$ cat src/rtl/parking_pkg.sv
// parking_pkg: shared FSM states, gate directions and occupancy sizing for the parking gate.
package parking_pkg;
  typedef enum logic [1:0] {IDLE, ARB, OPEN, HOLD} state_t;
  localparam logic DIR_ENTRY = 1'b0;
  localparam logic DIR_EXIT = 1'b1;
  function automatic int occ_width(input int cap);
    return $clog2(cap + 1);
  endfunction
endpackage

$ cat src/rtl/parking_gate_rise_detect.sv
// rise_detect: registers a level once and flags its rising edge for one cycle.
module rise_detect (
  input  logic clk,
  input  logic rst,
  input  logic d,
  output logic rise
);
  logic cur, prev;
  always_ff @(posedge clk)
    if (rst) begin
      cur <= 1'b0;
      prev <= 1'b0;
    end else begin
      cur <= d;
      prev <= cur;
    end
  assign rise = cur & ~prev;
endmodule

$ cat src/rtl/parking_gate_controller.sv
// parking_gate_controller: arbitrates entry/exit requests for one gate and tracks occupancy;
// PARK_EXIT_PRIORITY_EN selects fixed exit priority on ties instead of round-robin.
module parking_gate_controller
  import parking_pkg::*;
#(
  parameter int CAPACITY = 8,
  parameter int PASS_TIMEOUT = 1_000_000,
  parameter int HOLDOFF = 1000
) (
  input  logic clk,
  input  logic rst,
  input  logic entry_req,
  input  logic exit_req,
  input  logic car_passed,
  output logic gate_open,
  output logic grant_dir,
  output logic reject,
  output logic timeout,
  output logic [occ_width(CAPACITY)-1:0] occupancy,
  output logic full,
  output logic empty
);
  localparam int OW = occ_width(CAPACITY);
  localparam int TW = $clog2((PASS_TIMEOUT > HOLDOFF ? PASS_TIMEOUT : HOLDOFF) + 1);
  state_t state, state_n;
  logic [TW-1:0] timer, timer_n;
  logic [OW-1:0] occ_n;
  logic in_rise, out_rise, pass_rise;
  logic pend_in, pend_out, pass_q;
  logic sel, feasible, clr_in, clr_out, grant_n, rej_n, to_n;
  rise_detect u_in (.clk(clk), .rst(rst), .d(entry_req), .rise(in_rise));
  rise_detect u_out (.clk(clk), .rst(rst), .d(exit_req), .rise(out_rise));
  rise_detect u_pass (.clk(clk), .rst(rst), .d(car_passed), .rise(pass_rise));
  assign full = occupancy == OW'(CAPACITY);
  assign empty = occupancy == '0;
`ifdef PARK_EXIT_PRIORITY_EN
  assign sel = pend_out;
`else
  logic last_dir;
  assign sel = (pend_in && pend_out) ? ~last_dir : pend_out;
  always_ff @(posedge clk)
    if (rst) last_dir <= DIR_EXIT;
    else if (state == ARB && feasible) last_dir <= sel;
`endif
  assign feasible = (sel == DIR_EXIT) ? !empty : !full;
  always_comb begin
    state_n = state;
    timer_n = timer;
    occ_n = occupancy;
    grant_n = grant_dir;
    clr_in = 1'b0;
    clr_out = 1'b0;
    rej_n = 1'b0;
    to_n = 1'b0;
    case (state)
      IDLE: state_n = (pend_in || pend_out) ? ARB : IDLE;
      ARB: begin
        clr_in = sel == DIR_ENTRY;
        clr_out = sel == DIR_EXIT;
        rej_n = !feasible;
        grant_n = feasible ? sel : grant_dir;
        timer_n = feasible ? TW'(PASS_TIMEOUT) : timer;
        state_n = feasible ? OPEN : IDLE;
      end
      OPEN: begin
        // a pass seen in the final open cycle beats the timeout
        if (pass_q) begin
          occ_n = (grant_dir == DIR_EXIT) ? occupancy - OW'(1) : occupancy + OW'(1);
          timer_n = TW'(HOLDOFF);
          state_n = HOLD;
        end else if (timer <= TW'(1)) begin
          to_n = 1'b1;
          timer_n = TW'(HOLDOFF);
          state_n = HOLD;
        end else timer_n = timer - TW'(1);
      end
      HOLD: begin
        state_n = (timer <= TW'(1)) ? IDLE : HOLD;
        timer_n = (timer <= TW'(1)) ? timer : timer - TW'(1);
      end
      default: state_n = IDLE;
    endcase
  end
  always_ff @(posedge clk)
    if (rst) begin
      state <= IDLE;
      timer <= '0;
      occupancy <= '0;
      pend_in <= 1'b0;
      pend_out <= 1'b0;
      pass_q <= 1'b0;
      gate_open <= 1'b0;
      grant_dir <= DIR_ENTRY;
      reject <= 1'b0;
      timeout <= 1'b0;
    end else begin
      state <= state_n;
      timer <= timer_n;
      occupancy <= occ_n;
      pend_in <= pend_in ? ~clr_in : in_rise;
      pend_out <= pend_out ? ~clr_out : out_rise;
      pass_q <= pass_rise && state == OPEN;
      gate_open <= state_n == OPEN;
      grant_dir <= grant_n;
      reject <= rej_n;
      timeout <= to_n;
    end
  always_ff @(posedge clk)
    if (!rst && state == OPEN && pass_q)
      assert ((grant_dir == DIR_EXIT) ? !empty : !full);
endmodule

$ cat config.mk
export PLATFORM = sky130hd
export DESIGN_NAME = parking_gate_controller
export DESIGN_NICKNAME = d
export VERILOG_FILES = /design/src/rtl/parking_pkg.sv /design/src/rtl/parking_gate_rise_detect.sv /design/src/rtl/parking_gate_controller.sv
export SDC_FILE = /design/constraint.sdc
export NUM_CORES = 1
export LEC_CHECK = 0
export ABC_CLOCK_PERIOD_IN_PS = 5090
export CAP_MARGIN = 20
export CORE_MARGIN = 5
export CORE_UTILIZATION = 58
export CTS_BUF_LIST = sky130_fd_sc_hd__clkbuf_8
export DETAILED_ROUTE_END_ITERATION = 7
export PLACE_DENSITY = 0.77
export SYNTH_ARGS = -nofsm -noshare
export SYNTH_HDL_FRONTEND = slang
export SYNTH_SLANG_ARGS = --single-unit
$ cat constraint.sdc
create_clock -name clk -period 5.09 [get_ports clk]
set_input_delay 0.7635 -clock clk [delete_from_list [all_inputs] [get_ports clk]]
set_output_delay 0.7635 -clock clk [all_outputs]
set_load 0.01 [all_outputs]
==> results of run 1 <==
## layout make-up
type	instances	area [um^2]
repair buffers	17	163
clock inverters	2	8.76
inverters	17	63.8
multi-input cells	202	1350
fillers	337	1230
clock buffers	5	68.8
well taps	48	60.1
flip-flops and latches	40	801
## where the power goes
group | switching [mW] | leakage, nW | internal (mW)
registers | 0.0315 | 0.327 | 0.346
logic | 0.227 | 0.548 | 0.116
clock network | 0.106 | 0.0452 | 0.0912
## worst max-delay path, stage by stage (launching register included)
cell	delay [ns]
dfxtp_1	0.34
or4_1	0.65
or4_1	0.60
nor4_2	0.40
buf_4	0.30
nor2_1	0.09
a221oi_1	0.28
## cells in the mapped netlist (3+ instances only)
| master | count | share of area [%] |
|---|---|---|
| o32ai_1 | 3 | 1.2 |
| nor2_1 | 25 | 4.1 |
| o21ai_0 | 8 | 1.8 |
| o31ai_1 | 10 | 3.3 |
| dfxtp_1 | 40 | 35 |
| inv_1 | 17 | 2.8 |
| or4_1 | 10 | 3.3 |
| nand3_1 | 9 | 2.0 |
| a21oi_1 | 26 | 5.7 |
| nand4_1 | 6 | 1.6 |
| nor3_1 | 7 | 1.5 |
| nand2_1 | 13 | 2.1 |
| o211ai_1 | 5 | 1.6 |
| ha_1 | 8 | 4.4 |
| nor4_1 | 3 | 0.82 |
| or3_1 | 5 | 1.4 |
| nor2b_1 | 8 | 2.2 |
| nor4_2 | 3 | 1.6 |
| clkbuf_1 | 11 | 1.8 |
| a31oi_1 | 6 | 1.6 |
## layer usage
metal  vias to the layer above  track usage, %
li1                       1054               -
met1                      1029            31.1
met2                       101            33.0
met3                         7            5.51
met4                         0            5.53
met5                         -               0
## worst min path at each step
stage / endpoint / cells after the start / slack (ns) / from
final: pass_q / 1 / 0.41 / u_pass.prev
after detailed placement: pass_q / 1 / 0.40 / u_pass.prev
after floorplan: pass_q / 1 / 0.37 / u_pass.prev
after CTS: pass_q / 1 / 0.41 / u_pass.prev
after global routing: pass_q / 1 / 0.43 / u_pass.prev
after global placement: pass_q / 1 / 0.39 / u_pass.prev
## metrics by stage
stage | area (um^2) | instances | power (mW) | hold WS (ns) | worst slack, ns
floorplan | 2280 | 274 | 0.653 | 0.372 | 2.68
global placement | 2430 | 323 | 0.706 | 0.388 | 2.47
detailed placement | 2430 | 323 | 0.712 | 0.402 | 2.35
CTS | 2510 | 330 | 0.904 | 0.414 | 2.34
global route | 2510 | 331 | 0.975 | 0.428 | 2.18
finish | 2510 | 331 | 0.917 | 0.412 | 2.35
## cell families after synthesis
kind of cell             count (synthesis)  synth area share (%)
AO/OA/AOI/OAI                           85                  26.6
multiplexers                             1                 0.494
adder cells (fa/ha/maj)                  9                  5.27
buffers and inverters                   32                  5.60
flip-flops                              40                  35.2
XOR/XNOR                                 3                  1.15
AND/OR/NAND/NOR                        104                  25.7
==> results.py, run 1 <==
metrics = {
    "worst_setup_path": {
        "reg2reg_to": "timer[6]",
        "timing.critical_path.to_type": "flop",
        "timing.critical_path.arrival_ns": 2.95,
        "timing.reg2reg.setup_slack_ns": 2.35,
        "worst-setup-path-type": "reg2reg",
        "worst-path-max-fanout": 18,
        "crit_path_end": "timer[6]",
        "worst_ep_required_time_ns": 5.29,
        "worstReg2RegStart": "timer[11]",
        "rr_worst_depth": 6,
        "crit_path_start_kind": "flop",
        "launching_element_of_the_worst_setup_path": "timer[11]",
    },
    "power": {
        "ir_drop_worst_case_vdd_uv": 273,
        "power.leakage_nw": 0.920,
        "power_density_mw_per_mm2": 365,
    },
    "finish": {
        "num_antenna_cells": 0,
        "num-nets-final": 297,
        "drive_above_1_share_pct": 6.71,
        "final_util_pct": 67.1,
        "layout_top_registers": "timer: 20 flops, occupancy: 4 flops, state: 2 flops",
        "syn_to_final_growth_pct": 10.4,
        "layout.cells.most_common": "dfxtp_1",
        "largest_register": "timer",
        "largest_register_ffs": 20,
        "most-common-layout-cells": "dfxtp_1 (40), a21oi_1 (26), nor2_1 (25), inv_1 (18), clkdlybuf4s50_1 (14)",
    },
    "detailed_routing": {
        "met3RoutedLength_um": 389,
        "initialDrtViolationCount": 339,
        "vias_per_instance": 6.62,
        "detailroute.via_count": 2191,
        "top_layer": "met4",
        "met1_length_mm": 2.55,
        "wirelength_mm": 5.49,
        "drt_first_pass_iters": 5,
        "detail_route.wl_per_cell_um": 16.6,
        "drt_drc_violations_left": 0,
        "remaining_number_of_nets_flagged_by_the_antenna_check_after_routing": 0,
        "route.met2.wl_mm": 2.49,
    },
    "cts": {
        "cts_hold_buf": 0,
        "worst_skew_pair.late_latency_ns": 0.29,
        "max_h_tree_level": 2,
        "tritoncts": "built",
        "clock-sinks": 40,
        "max-clock-path-buffers": 2,
        "cts_root_buffer": "clkbuf_8",
        "post_cts_buffers": 0,
        "clkTransAtPathRegs_ns": 0.07,
        "cts_buffers": 5,
        "cts_resized": 0,
    },
    "placement": {
        "place.gp.congestion": 0.921,
        "place.port_buffers": 14,
        "place_hpwl_mm": 3.80,
    },
    "synth": {
        "syn_inst": 274,
        "async_flop_share_pct": 0,
        "synth.lib_cells_used.distinct": 58,
        "syn_avg_cell_area_um2": 8.31,
        "synth_warnings": 0,
        "synthFlopType": "dfxtp_1",
        "share_of_the_yosys_chip_area_belonging_to_registers_pct": 35.2,
        "postSynthNetCount": 288,
        "synth_seq_cells": 40,
        "number_of_synthesized_flops_with_an_enable_pin": 0,
        "mappedNetlistArea_mm2": 0.00228,
    },
    "sta": {
        "tns_setup_ns": 0,
        "hold_violations": 0,
        "max_freq_mhz": 365,
        "min_period_over_period_pct": 53.9,
        "period_minus_slack_ns": 2.74,
        "setup_viol": 0,
        "number_of_slew_limit_violations_in_the_final_report": 0,
        "timing_worst_slew_pin_value_ns": 0.824,
        "worst_slew_margin_rel_pct": 44.6,
        "rsz_0062_raised_after_global_routing": "no",
        "worst_clock_skew_ns": 0.00516,
    },
    "floorplan": {
        "die_h_um": 72.7,
        "start_util_pct": 60.8,
        "core_footprint_mm2": 0.00374,
        "number_of_i_o_pins": 15,
        "placementRows": 22,
        "die_width_um": 72.7,
        "die_area_mm2": 0.00528,
    },
    "hold_path": {
        "hold_class": "reg2reg",
    },
    "global_route": {
        "all_layer_gr_usage_pct": 21.9,
        "number_of_antenna_violations_at_the_first_check_in_global_routing": 0,
        "grt_start_max_net_pins": 32,
        "globalRoute.totalOverflow": 0,
        "first_global_vias": 1973,
        "grt_pass1_wl_mm": 9.38,
    },
    "status": {
        "run_status": "completed",
    },
    "flow_run": {
        "cap_viol_max_count": 0,
    },
}
No activity file was read; power rests on OpenSTA's default activity.
==> run 2: changes to the inputs <==
ABC_CLOCK_PERIOD_IN_PS = 2700   (was 5090)
clock period = 2.7 ns   (was 5.09 ns; I/O delays follow)
==> run 2 against run 1 <==
Effect of this change: clock power is 140% higher; hold slack got worse by 0.012 ns; first-iteration DRC count down 23%; sequential share of layout area is 1.0 points lower; setup slack worse by 2.2 ns; critical path type unchanged; utilization rose by 2.2 points; via count is 0.78% lower; total power increased by 110%; clock skew is essentially flat; critical path depth fell by 1; wire length shrank 0.49%.
==> results.py, run 2 (same netlist as run 1, synthesis figures left out) <==
metrics = {
    "power": {
        "clkPwrFrac_pct": 25.4,
        "power.internal_mw": 1.19,
        "power_density_mw_per_mm2": 729,
        "power.leakage_nw": 0.968,
        "netSwitchingPower_mw": 0.703,
        "comb_power_share_pct": 37.0,
        "ir_drop_worst_case_vdd_uv": 421,
        "totalPowerFinal_mw": 1.89,
        "p_sw_share_pct": 37.2,
        "p_seq_share_pct": 37.6,
    },
    "worst_setup_path": {
        "cpPeakStageDelay_ns": 0.57,
        "crit_path_cell_trace": "or4_1, or4_1, o41ai_4, o211ai_1, a221oi_2",
        "worst-path-max-fanout": 7,
        "crit_path_start_kind": "flop",
        "worstReg2RegStart": "timer[11]",
        "launching_element_of_the_worst_setup_path": "timer[11]",
        "worst_ep_required_time_ns": 2.91,
        "rr_worst_depth": 5,
        "reg2reg_to": "timer[5]",
        "worst_path_most_repeated_cell": "or4_1",
        "timing.critical_path.to_type": "flop",
        "timing.critical_path.arrival_ns": 2.72,
        "worst-setup-path-type": "reg2reg",
        "crit_slowest_cell": "or4_1",
        "timing.reg2reg.setup_slack_ns": 0.19,
    },
    "sta": {
        "max_freq_mhz": 398,
        "holdWs_ns": 0.400,
        "hold_violations": 0,
        "worst_clock_skew_ns": 0.00491,
        "period_minus_slack_ns": 2.51,
        "min_period_over_period_pct": 93.0,
        "number_of_slew_limit_violations_in_the_final_report": 0,
        "tns_setup_ns": 0,
        "rsz_0062_raised_after_global_routing": "no",
        "timing_worst_slew_pin_value_ns": 0.709,
        "setup_viol": 0,
        "worst_slew_margin_rel_pct": 52.8,
        "final_critical_path_setup_slack_ns": 0.188,
    },
    "finish": {
        "largest_register": "timer",
        "stdcell_count": 339,
        "ff_latch_area_um2": 801,
        "fillCellCount": 313,
        "num_antenna_cells": 0,
        "syn_to_final_growth_pct": 14.0,
        "drive_above_1_share_pct": 9.28,
        "most-common-layout-cells": "dfxtp_1 (40), a21oi_1 (26), nor2_1 (25), inv_1 (18), clkdlybuf4s50_1 (14)",
        "largest_register_ffs": 20,
        "layout.cells.most_common": "dfxtp_1",
        "layout_top_registers": "timer: 20 flops, occupancy: 4 flops, state: 2 flops",
        "multi_input_area_mm2": 0.00135,
        "final_area_mm2": 0.00260,
        "final_util_pct": 69.4,
        "num-nets-final": 304,
    },
    "cts": {
        "clkTransAtPathRegs_ns": 0.07,
        "tritoncts": "built",
        "post_cts_buffers": 0,
        "cts_root_buffer": "clkbuf_8",
        "max-clock-path-buffers": 2,
        "max_h_tree_level": 2,
        "worst_skew_pair.late_latency_ns": 0.30,
        "cts_hold_buf": 0,
        "cts_buffers": 5,
        "clock-sinks": 40,
        "cts_resized": 0,
    },
    "placement": {
        "place.gp.congestion": 0.915,
        "post-place-cells": 331,
        "dp_worst_setup_slack_ns": 0.202,
        "place_hpwl_mm": 3.92,
        "post_dp_cell_area_mm2": 0.00249,
        "place.port_buffers": 14,
    },
    "global_route": {
        "globalRoute.totalOverflow": 0,
        "first_global_vias": 2020,
        "all_layer_gr_usage_pct": 22.3,
        "number_of_antenna_violations_at_the_first_check_in_global_routing": 0,
        "grt_start_max_net_pins": 25,
        "grt_pass1_wl_mm": 9.42,
    },
    "detailed_routing": {
        "detail_route.wl_per_cell_um": 16.1,
        "remaining_number_of_nets_flagged_by_the_antenna_check_after_routing": 0,
        "drt_first_pass_iters": 4,
        "detailroute.via_count": 2174,
        "drt_drc_violations_left": 0,
        "initialDrtViolationCount": 261,
        "vias_per_instance": 6.41,
        "wirelength_mm": 5.46,
    },
    "floorplan": {
        "die_width_um": 72.7,
        "start_util_pct": 60.8,
        "die_area_mm2": 0.00528,
        "die_h_um": 72.7,
        "number_of_i_o_pins": 15,
        "core_footprint_mm2": 0.00374,
        "placementRows": 22,
    },
    "hold_path": {
        "hold_class": "reg2reg",
        "hold_path_end": "pass_q",
        "min-delay-start": "u_pass.prev",
        "timing.hold.worst_path_depth": 1,
    },
    "status": {
        "run_status": "completed",
    },
    "flow_run": {
        "cap_viol_max_count": 0,
    },
}
run 2: area by class of cell:
cell class / count / share of cell area (%)
inverters: 17 / 2.46
flip-flops and latches: 40 / 30.8
well taps: 48 / 2.31
clock inverters: 3 / 1.49
repair buffers: 24 / 8.29
multi-input cells: 202 / 52.0
clock buffers: 5 / 2.65
run 2: how the worst max path moves through the flow:
stage                     endpoint  slack [ns]  cells past startpoint
after global routing      timer[7]        0.02                      5
after CTS                 timer[7]        0.20                      5
after detailed placement  timer[7]        0.20                      5
final                     timer[5]        0.19                      5
after global placement    timer[5]        0.25                      5
after floorplan           timer[5]        0.29                      7
run 2: worst max-delay path: cells and delay by family (launching register included):
kind | cells | cell delay (ns)
DFF | 1 | 0.34
and+or+nand+nor | 2 | 1.11
AOI/OAI and AO/OA | 3 | 0.97
run 2: layer usage:
metal  global-route usage [%]  vias to the layer above  part of all wire (%)
met2                     36.6                       41                    47
met4                     7.99                        0                   1.9
met5                        0                        -                     0
li1                         -                     1066                     -
met1                     29.7                     1055                    47
met3                     3.03                       12                   3.4
run 2: power groups by stage:
stage | logic, mW | registers [mW] | clock network, mW
global placement | 0.673 | 0.720 | 0
finish | 0.700 | 0.711 | 0.481
detailed placement | 0.683 | 0.723 | 0
floorplan | 0.523 | 0.707 | 0
CTS | 0.690 | 0.709 | 0.483
global route | 0.771 | 0.721 | 0.507
